===== src/rtl/smg_scan_driver.sv =====
// Multiplexed common-anode 7-segment scan driver with frame-synchronised shadow
// registers, leading-zero suppression, per-digit blink and PWM brightness.
module smg_scan_driver #(
  parameter int N_DIGITS     = 4,
  parameter int CLK_DIV      = 100000,
  parameter int BR_W         = 3,
  parameter int BLINK_FRAMES = 64
) (
  input  logic                  clk,
  input  logic                  rst,
  input  logic [4*N_DIGITS-1:0] data,
  input  logic [N_DIGITS-1:0]   dp,
  input  logic [N_DIGITS-1:0]   blink_mask,
  input  logic                  lz_en,
  input  logic [BR_W-1:0]       brightness,
  input  logic                  load,
  output logic [N_DIGITS-1:0]   sm_wei,
  output logic [7:0]            sm_duan,
  output logic                  frame_done
);

  localparam int CW   = $clog2(CLK_DIV);
  localparam int IW   = $clog2(N_DIGITS);
  localparam int FW   = (BLINK_FRAMES > 1) ? $clog2(BLINK_FRAMES) : 1;
  localparam int STEP = CLK_DIV / (2 ** BR_W);

  localparam logic [CW-1:0]       CNT_MAX = CW'(CLK_DIV - 1);
  localparam logic [IW-1:0]       IDX_MAX = IW'(N_DIGITS - 1);
  localparam logic [FW-1:0]       FR_MAX  = FW'(BLINK_FRAMES - 1);
  localparam logic [N_DIGITS-1:0] ONE     = N_DIGITS'(1);

  typedef struct packed {
    logic [4*N_DIGITS-1:0] data;
    logic [N_DIGITS-1:0]   dp;
    logic [N_DIGITS-1:0]   blink;
  } disp_t;

  logic [CW-1:0] cnt;
  logic [IW-1:0] idx;
  logic [FW-1:0] fcnt;
  logic          phase;
  logic          pend;
  disp_t         pend_r, act_r, in_s;
  logic          tick, boundary, lit;
  logic [31:0]   on_lim;
  logic [N_DIGITS-1:0]      zab;
  logic                     run;
  logic [N_DIGITS-1:0][7:0] seg_d;

  function automatic logic [6:0] hex7(input logic [3:0] n);
    case (n)
      4'h0: return 7'h40;
      4'h1: return 7'h79;
      4'h2: return 7'h24;
      4'h3: return 7'h30;
      4'h4: return 7'h19;
      4'h5: return 7'h12;
      4'h6: return 7'h02;
      4'h7: return 7'h78;
      4'h8: return 7'h00;
      4'h9: return 7'h10;
      4'hA: return 7'h08;
      4'hB: return 7'h03;
      4'hC: return 7'h46;
      4'hD: return 7'h21;
      4'hE: return 7'h06;
      default: return 7'h0E;
    endcase
  endfunction

  assign tick     = (cnt == CNT_MAX);
  assign boundary = tick && (idx == IDX_MAX);
  assign in_s     = '{data: data, dp: dp, blink: blink_mask};

  always_ff @(posedge clk or posedge rst) begin
    if (rst) begin
      cnt        <= '0;
      idx        <= '0;
      frame_done <= 1'b0;
    end else begin
      cnt        <= tick ? '0 : cnt + 1'b1;
      frame_done <= boundary;
      if (tick) idx <= (idx == IDX_MAX) ? '0 : idx + 1'b1;
    end
  end

  // A load coinciding with the boundary is kept pending for the next frame.
  always_ff @(posedge clk or posedge rst) begin
    if (rst) begin
      pend_r <= '0;
      act_r  <= '0;
      pend   <= 1'b0;
    end else begin
      if (boundary && pend) act_r <= pend_r;
      if (load) begin
        pend_r <= in_s;
        pend   <= 1'b1;
      end else if (boundary) begin
        pend   <= 1'b0;
      end
    end
  end

  always_ff @(posedge clk or posedge rst) begin
    if (rst) begin
      fcnt  <= '0;
      phase <= 1'b0;
    end else if (boundary) begin
      if (fcnt == FR_MAX) begin
        fcnt  <= '0;
        phase <= ~phase;
      end else begin
        fcnt  <= fcnt + 1'b1;
      end
    end
  end

  // zab[i]: nibbles N_DIGITS-1..i are all zero.
  always_comb begin
    run = 1'b1;
    zab = '0;
    for (int i = N_DIGITS - 1; i >= 0; i--) begin
      run    = run & (act_r.data[4*i +: 4] == 4'h0);
      zab[i] = run;
    end
  end

  for (genvar gi = 0; gi < N_DIGITS; gi++) begin : g_dig
    logic [3:0] nib;
    logic       supp;
    assign nib  = act_r.data[4*gi +: 4];
    assign supp = lz_en && (gi != 0) && zab[gi];
    assign seg_d[gi] = (phase && act_r.blink[gi]) ? 8'hFF
                     : {~act_r.dp[gi], supp ? 7'h7F : hex7(nib)};
  end

  assign on_lim = 32'(brightness) * 32'(STEP);
  assign lit    = (&brightness) || (32'(cnt) < on_lim);

  // wei and duan share one register stage so a digit change never glitches.
  always_ff @(posedge clk or posedge rst) begin
    if (rst) begin
      sm_wei  <= '1;
      sm_duan <= 8'hFF;
    end else if (lit) begin
      sm_wei  <= ~(ONE << idx);
      sm_duan <= seg_d[idx];
    end else begin
      sm_wei  <= '1;
      sm_duan <= 8'hFF;
    end
  end

endmodule


===== config.mk =====
export PLATFORM = sky130hd
export DESIGN_NAME = smg_scan_driver
export DESIGN_NICKNAME = d
export VERILOG_FILES = /design/src/rtl/smg_scan_driver.sv
export SDC_FILE = /design/constraint.sdc
export NUM_CORES = 1
export LEC_CHECK = 0
export BUFFER_PORTS_ARGS = -buffer_cell sky130_fd_sc_hd__buf_4
export CORE_UTILIZATION = 45
export DETAILED_ROUTE_END_ITERATION = 6
export GPL_TIMING_DRIVEN = 0
export SYNTH_ARGS = -nofsm -noshare
export SYNTH_HDL_FRONTEND = slang
export SYNTH_SLANG_ARGS = --single-unit

===== constraint.sdc =====
create_clock -name clk -period 2.6 [get_ports clk]
set_input_delay 0.13 -clock clk [delete_from_list [all_inputs] [get_ports clk]]
set_output_delay 0.13 -clock clk [all_outputs]
set_load 0.01 [all_outputs]

* Word level (Yosys, flattened, before mapping)
Memories as Yosys holds them, arrays and structs flattened.
Cells that the tools add are included.
** Word-level totals
- ROM bits :: 448
- Output and inout bits :: 13
- Input bits :: 31
- Register bits :: 88
- Memories :: 4
** Operators by class
- Multiply operators :: 1
- Reduce and logical (&&, ||, !) cells :: 16
- Mux-type cells :: 16
- Order comparisons :: 2
- Bitwise gates (word level) :: 8
- Shifts and indexed selects :: 1
- Equal/unequal tests :: 3
- Add/sub/neg operators :: 3
** Memories
- (no name shown) :: words 16, bits a word 7, rd ports 1, clocked after memory_dff 0, wr ports 0, line 51 : case (n)
- (no name shown) :: words 16, bits a word 7, rd ports 1, clocked after memory_dff 0, wr ports 0, line 51
- (no name shown) :: words 16, bits a word 7, rd ports 1, clocked after memory_dff 0, wr ports 0, line 51
- (no name shown) :: words 16, bits a word 7, rd ports 1, clocked after memory_dff 0, wr ports 0, line 51
** Operators with widths (number)
- two-way mux 8 bit :: 6
- two-way mux 7 bit :: 3
- adder 17 x 1 -> 17 bit (second input constant) :: 1
- == test 17 bit (second input constant) :: 1
- less-than comparator 17 bit :: 1
- two-way mux 17 bit :: 1
- binary-select mux 8 bit (select 2 bit) :: 1
- multiplier 3 x 12 -> 15 bit (second input constant) :: 1
- logical NOT 4 bit :: 3
- logical AND 1 bit :: 9
- adder 6 x 1 -> 6 bit (second input constant) :: 1
- == test 6 bit (second input constant) :: 1
- two-way mux 6 bit :: 1
- NOT 1 bit :: 5
- two-way mux 4 bit :: 1
- NOT 4 bit :: 1
- << shifter 1 x 2 -> 4 bit (first input constant) :: 1
- less-than comparator 2 x 3 -> 1 bit (second input constant) :: 1
- AND reduction 3 bit :: 1
- adder 2 x 1 -> 2 bit (second input constant) :: 1
- AND 1 bit :: 2
- == test 2 bit (second input constant) :: 1
- two-way mux 1 bit :: 2
- two-way mux 2 bit :: 1
- 3 further kinds :: 3

* Depth between registers and ports, before layout
- Word-level depth :: 9
- Mapped depth :: 14
- Mapped depth without buffers :: 13

* Worst setup path before layout
OpenSTA, ideal clock, no wires.
- Path type :: input -> register
- From :: in brightness[0]
- To :: reg sm_duan[3]
- Setup slack :: 0.061 ns
- Stages on the path :: 13
- Library setup time :: 0.100 ns
- Data arrival time :: 2.439 ns
- Path buffers :: 1
- Data required time :: 2.500 ns
- Cells stage by stage :: ha_1 ha_1 ha_1 a22o_1 a21oi_1 xor2_1 ha_1 a211o_1 o211ai_1 a31oi_1 a211oi_1 clkbuf_1 o211ai_1
** Between the ends
- Longest elaborated chain between the ends :: 4
- Elaborated cells on any way between the ends :: 5
** Ends and longest elaborated chain
- from (decl) :: line 15 : input logic [BR_W-1:0] brightness,
- multiplier 3 x 12 -> 15 bit :: line 137 : assign on_lim = 32'(brightness) * 32'(STEP);
- less-than comparator 17 bit :: line 138 : assign lit = (&brightness) || (32'(cnt) < on_lim);
- logical OR 1 bit (*) :: line 138
- two-way mux 8 bit (*) :: line 145 : end else if (lit) begin
- to (signal assigned) :: line 147 : sm_duan <= seg_d[idx];
- to (decl) :: line 18 : output logic [7:0] sm_duan,
Mark *: on every way between the ends. The rest lies on a longest branch, timed or not.
A chain may end at the register's enable or synchronous reset.

* Worst setup path after layout
Same ends and word-level chain as after synthesis.

==> flow_summary.json <==
{
  "status": "finished, violations left",
  "violations": "design-rule violations",
  "place.port_buffers": 42,
  "ys_ff_latch": 88,
  "p_clk_frac": 0.415,
  "final_cell_mix": "76 x dfrtp_1, 49 x ha_1, 44 x buf_4, 34 x mux2_2, 33 x nand2_1",
  "yosysSeqAreaShare": 0.412,
  "dpl_cell_area_sq_mm": 0.00591,
  "synth_top_area_cell": "dfrtp_1",
  "ant_nets": 0,
  "seqPwrFrac": 0.508,
  "clockBufferDepth": 2,
  "syn_avg_cell_area_sq_um": 11.0,
  "fin_area_sq_mm": 0.00623,
  "rsz0062_at_grt": "false",
  "p_switching_uw": 619,
  "final_cells": 692,
  "tightest_slew_ns": 0.595,
  "hold_viol_final": 0,
  "required_ns": 2.84,
  "cp_slowest_cell": "a211o_1",
  "grt_pass1_vias": 3801,
  "intPower_uw": 2190,
  "drt-initial-drc-count": 159,
  "synth_top_cell_area_share": 0.353,
  "synth_fp_nets": 569,
  "synthTopCellsByArea": "dfrtp_1 35%, ha_1 12%, mux2_2 7.1%",
  "synth-async-reset-ratio": 1.00,
  "yosysUniqueCellTypes": 55,
  "fin_util": 0.541,
  "cts_htree_levels": 3,
  "routed_via_density": 5.52,
  "coreArea_sq_mm": 0.0115,
  "combPwrFrac": 0.077,
  "fillers": 1003,
  "crit_chain": "buf_4, ha_1, ha_2, ha_1, a22o_1, a21oi_2, xor2_1, ha_1, a211o_1, o211ai_1, a31oi_1, a211oi_2, buf_4, o211ai_1",
  "regArea_sq_mm": 0.00222,
  "synthesis.area_sq_mm": 0.00539,
  "die_w_microns": 111,
  "num_rows": 39,
  "multi_input_area_sq_mm": 0.00295,
  "fmaxAchievable_mhz": 414,
  "gp_congestion": 0.855,
  "clock_sinks": 88,
  "place_inst": 674,
  "fp.dieH_microns": 111,
  "final_nets": 625,
  "swShare": 0.220,
  "cts_tree": "built",
  "mostFrequentLayoutCell": "dfrtp_1",
  "p_leak_uw": 0.00286,
  "cpMostUsedCell": "ha_1",
  "grt_start_max_net_pins": 52,
  "diodes": 0,
  "drcViolationCount": 10,
  "path_max_fanout": 10,
  "synth_cells": 488,
  "cp.arrival_ns": 2.66,
  "clk_latency_ns": 0.34,
  "drive_gt1_frac": 0.273,
  "report.final.slew_viol_count": 0,
  "overflow": 0,
  "die_area_sq_mm": 0.0124,
  "routed_wl_mm": 11.2,
  "num_vias": 3817,
  "min_path_type": "in -> reg",
  "dr.pass1.iters": 6,
  "grt.total_usage": 0.198,
  "setup_tns_ns": 0,
  "synth_flop_cell": "dfrtp_1",
  "yosysWarnings": 0,
  "path_clk_slew_ns": 0.06,
  "startpoint_type": "input pin",
  "grt_antenna_before_repair": 0,
  "grt_first_pass_wirelength_mm": 19.3,
  "initial_utilization": 0.468,
  "max_slew_margin": 0.603,
  "clock-root-buffer": "clkbuf_16",
  "p_total_uw": 2810,
  "finalCritPeriodShare": 0.928,
  "max_stage_delay_ns": 0.26,
  "area_growth_syn_to_layout_pct": 15.7,
  "setup_viol": 0,
  "powerDensity_mw_per_mm2": 451,
  "crit_path_end_kind": "register",
  "worstSetupPathType": "in -> reg",
  "cap_violations": 0,
  "wl_per_cell_microns": 16.2,
  "period_needed_ns": 2.41,
  "dpl.hpwl_mm": 8.55,
  "io_pins": 44,
  "skew_ns": 0.00607,
  "synth_edf_count": 0,
  "cts_buffers": 9,
  "ir_drop_v": 0.000448
}
sequential cells by signal, indices dropped and copies added (netlist names):
signal      cells
act_r          24
cnt            17
fcnt            6
frame_done      1
idx             2
pend            1
pend_r         24
phase           1
sm_duan         8
sm_wei          4
power groups by stage:
stage	logic, uW	registers (uW)	clock network [uW]
2_1_floorplan	134	1450	0
3_3_place_gp	196	1450	0
3_5_place_dp	211	1450	0
4_1_cts	215	1430	1200
5_1_grt	243	1430	1260
6_report	215	1430	1170
through the flow:
step           hold WS, ns  setup slack [ns]
2_1_floorplan        0.282            0.0608
3_3_place_gp         0.364            -0.822
3_5_place_dp         0.206            -0.730
4_1_cts            0.00392            0.0145
5_1_grt            0.00277           0.00293
6_report            0.0144             0.187
metal layers:
layer,part of all wire,GRT usage,up-vias
li1,-,-,1884
met1,0.50,0.287,1844
met2,0.45,0.295,72
met3,0.030,0.0289,17
met4,0.021,0.0892,0
met5,0,0,-
area by class of cell:
class,instances,area share
multi-input cells,354,0.473
flip-flops and latches,88,0.356
repair buffers,45,0.0578
clock buffers,15,0.0414
well taps,143,0.0287
plain buffers,20,0.0269
inverters,26,0.0161
clock inverters,1,0.000803
worst paths after layout:
path,from,to,slack (ns),cells past startpoint
setup / recovery,brightness[0],sm_duan[3],0.19,14
hold / removal,data[7],pend_r[15],0.01,2
setup reg to reg,cnt[5],act_r[22],0.27,7
hold reg to reg,fcnt[4],fcnt[4],0.47,1
max in group asynchronous,rst,sm_duan[7],1.56,4
min in group asynchronous,rst,cnt[2],0.38,3
synth_stat cells, types with 3 or more instances:
library cell,number
xnor2_1,12
dfrtp_1,76
dfstp_2,12
o221ai_1,3
inv_1,25
nand2b_1,5
nand2_1,33
nor2b_1,9
nor4_1,3
nand3_1,17
buf_6,7
ha_1,50
nor2_1,19
o211ai_1,8
a221oi_1,5
nand4_1,8
a21o_1,4
o21ai_0,23
o311ai_0,7
nand4b_1,3
buf_2,3
mux2i_1,9
a31oi_1,3
and3_1,6
a21oi_1,27
xor2_1,9
clkbuf_1,8
or3_1,3
mux2_4,20
nor3_1,6
mux2_2,34
cell families (layout without fill, tap and decap cells):
kind of cell	count (synthesis)	after routing	synth area share
AND/OR/NAND/NOR	126	126	0.128
AO/OA/AOI/OAI	92	92	0.110
flip-flops	88	88	0.412
multiplexers	65	65	0.152
adder cells (fa/ha/maj)	50	50	0.116
buffers and inverters	46	107	0.0486
XOR/XNOR	21	21	0.0342
worst max-delay path: cells and delay by family:
kind / cells / cell delay [ns]
AOI/OAI and AO/OA: 7 / 1.19
adders and majority gates: 4 / 0.87
buffers and inverters: 2 / 0.37
xor gates and xnor gates: 1 / 0.10
timing repair:
| action | CTS | global route |
|---|---|---|
| buffers inserted | 0 | 1 |
| pin swaps | 0 | 3 |
| gates resized for setup | 5 | 7 |
| endpoints found under the hold margin | 27 | 0 |
| hold buffers | 1 | 0 |
| setup endpoints to repair | 12 | 16 |
Power figures use the tool's default switching activity.
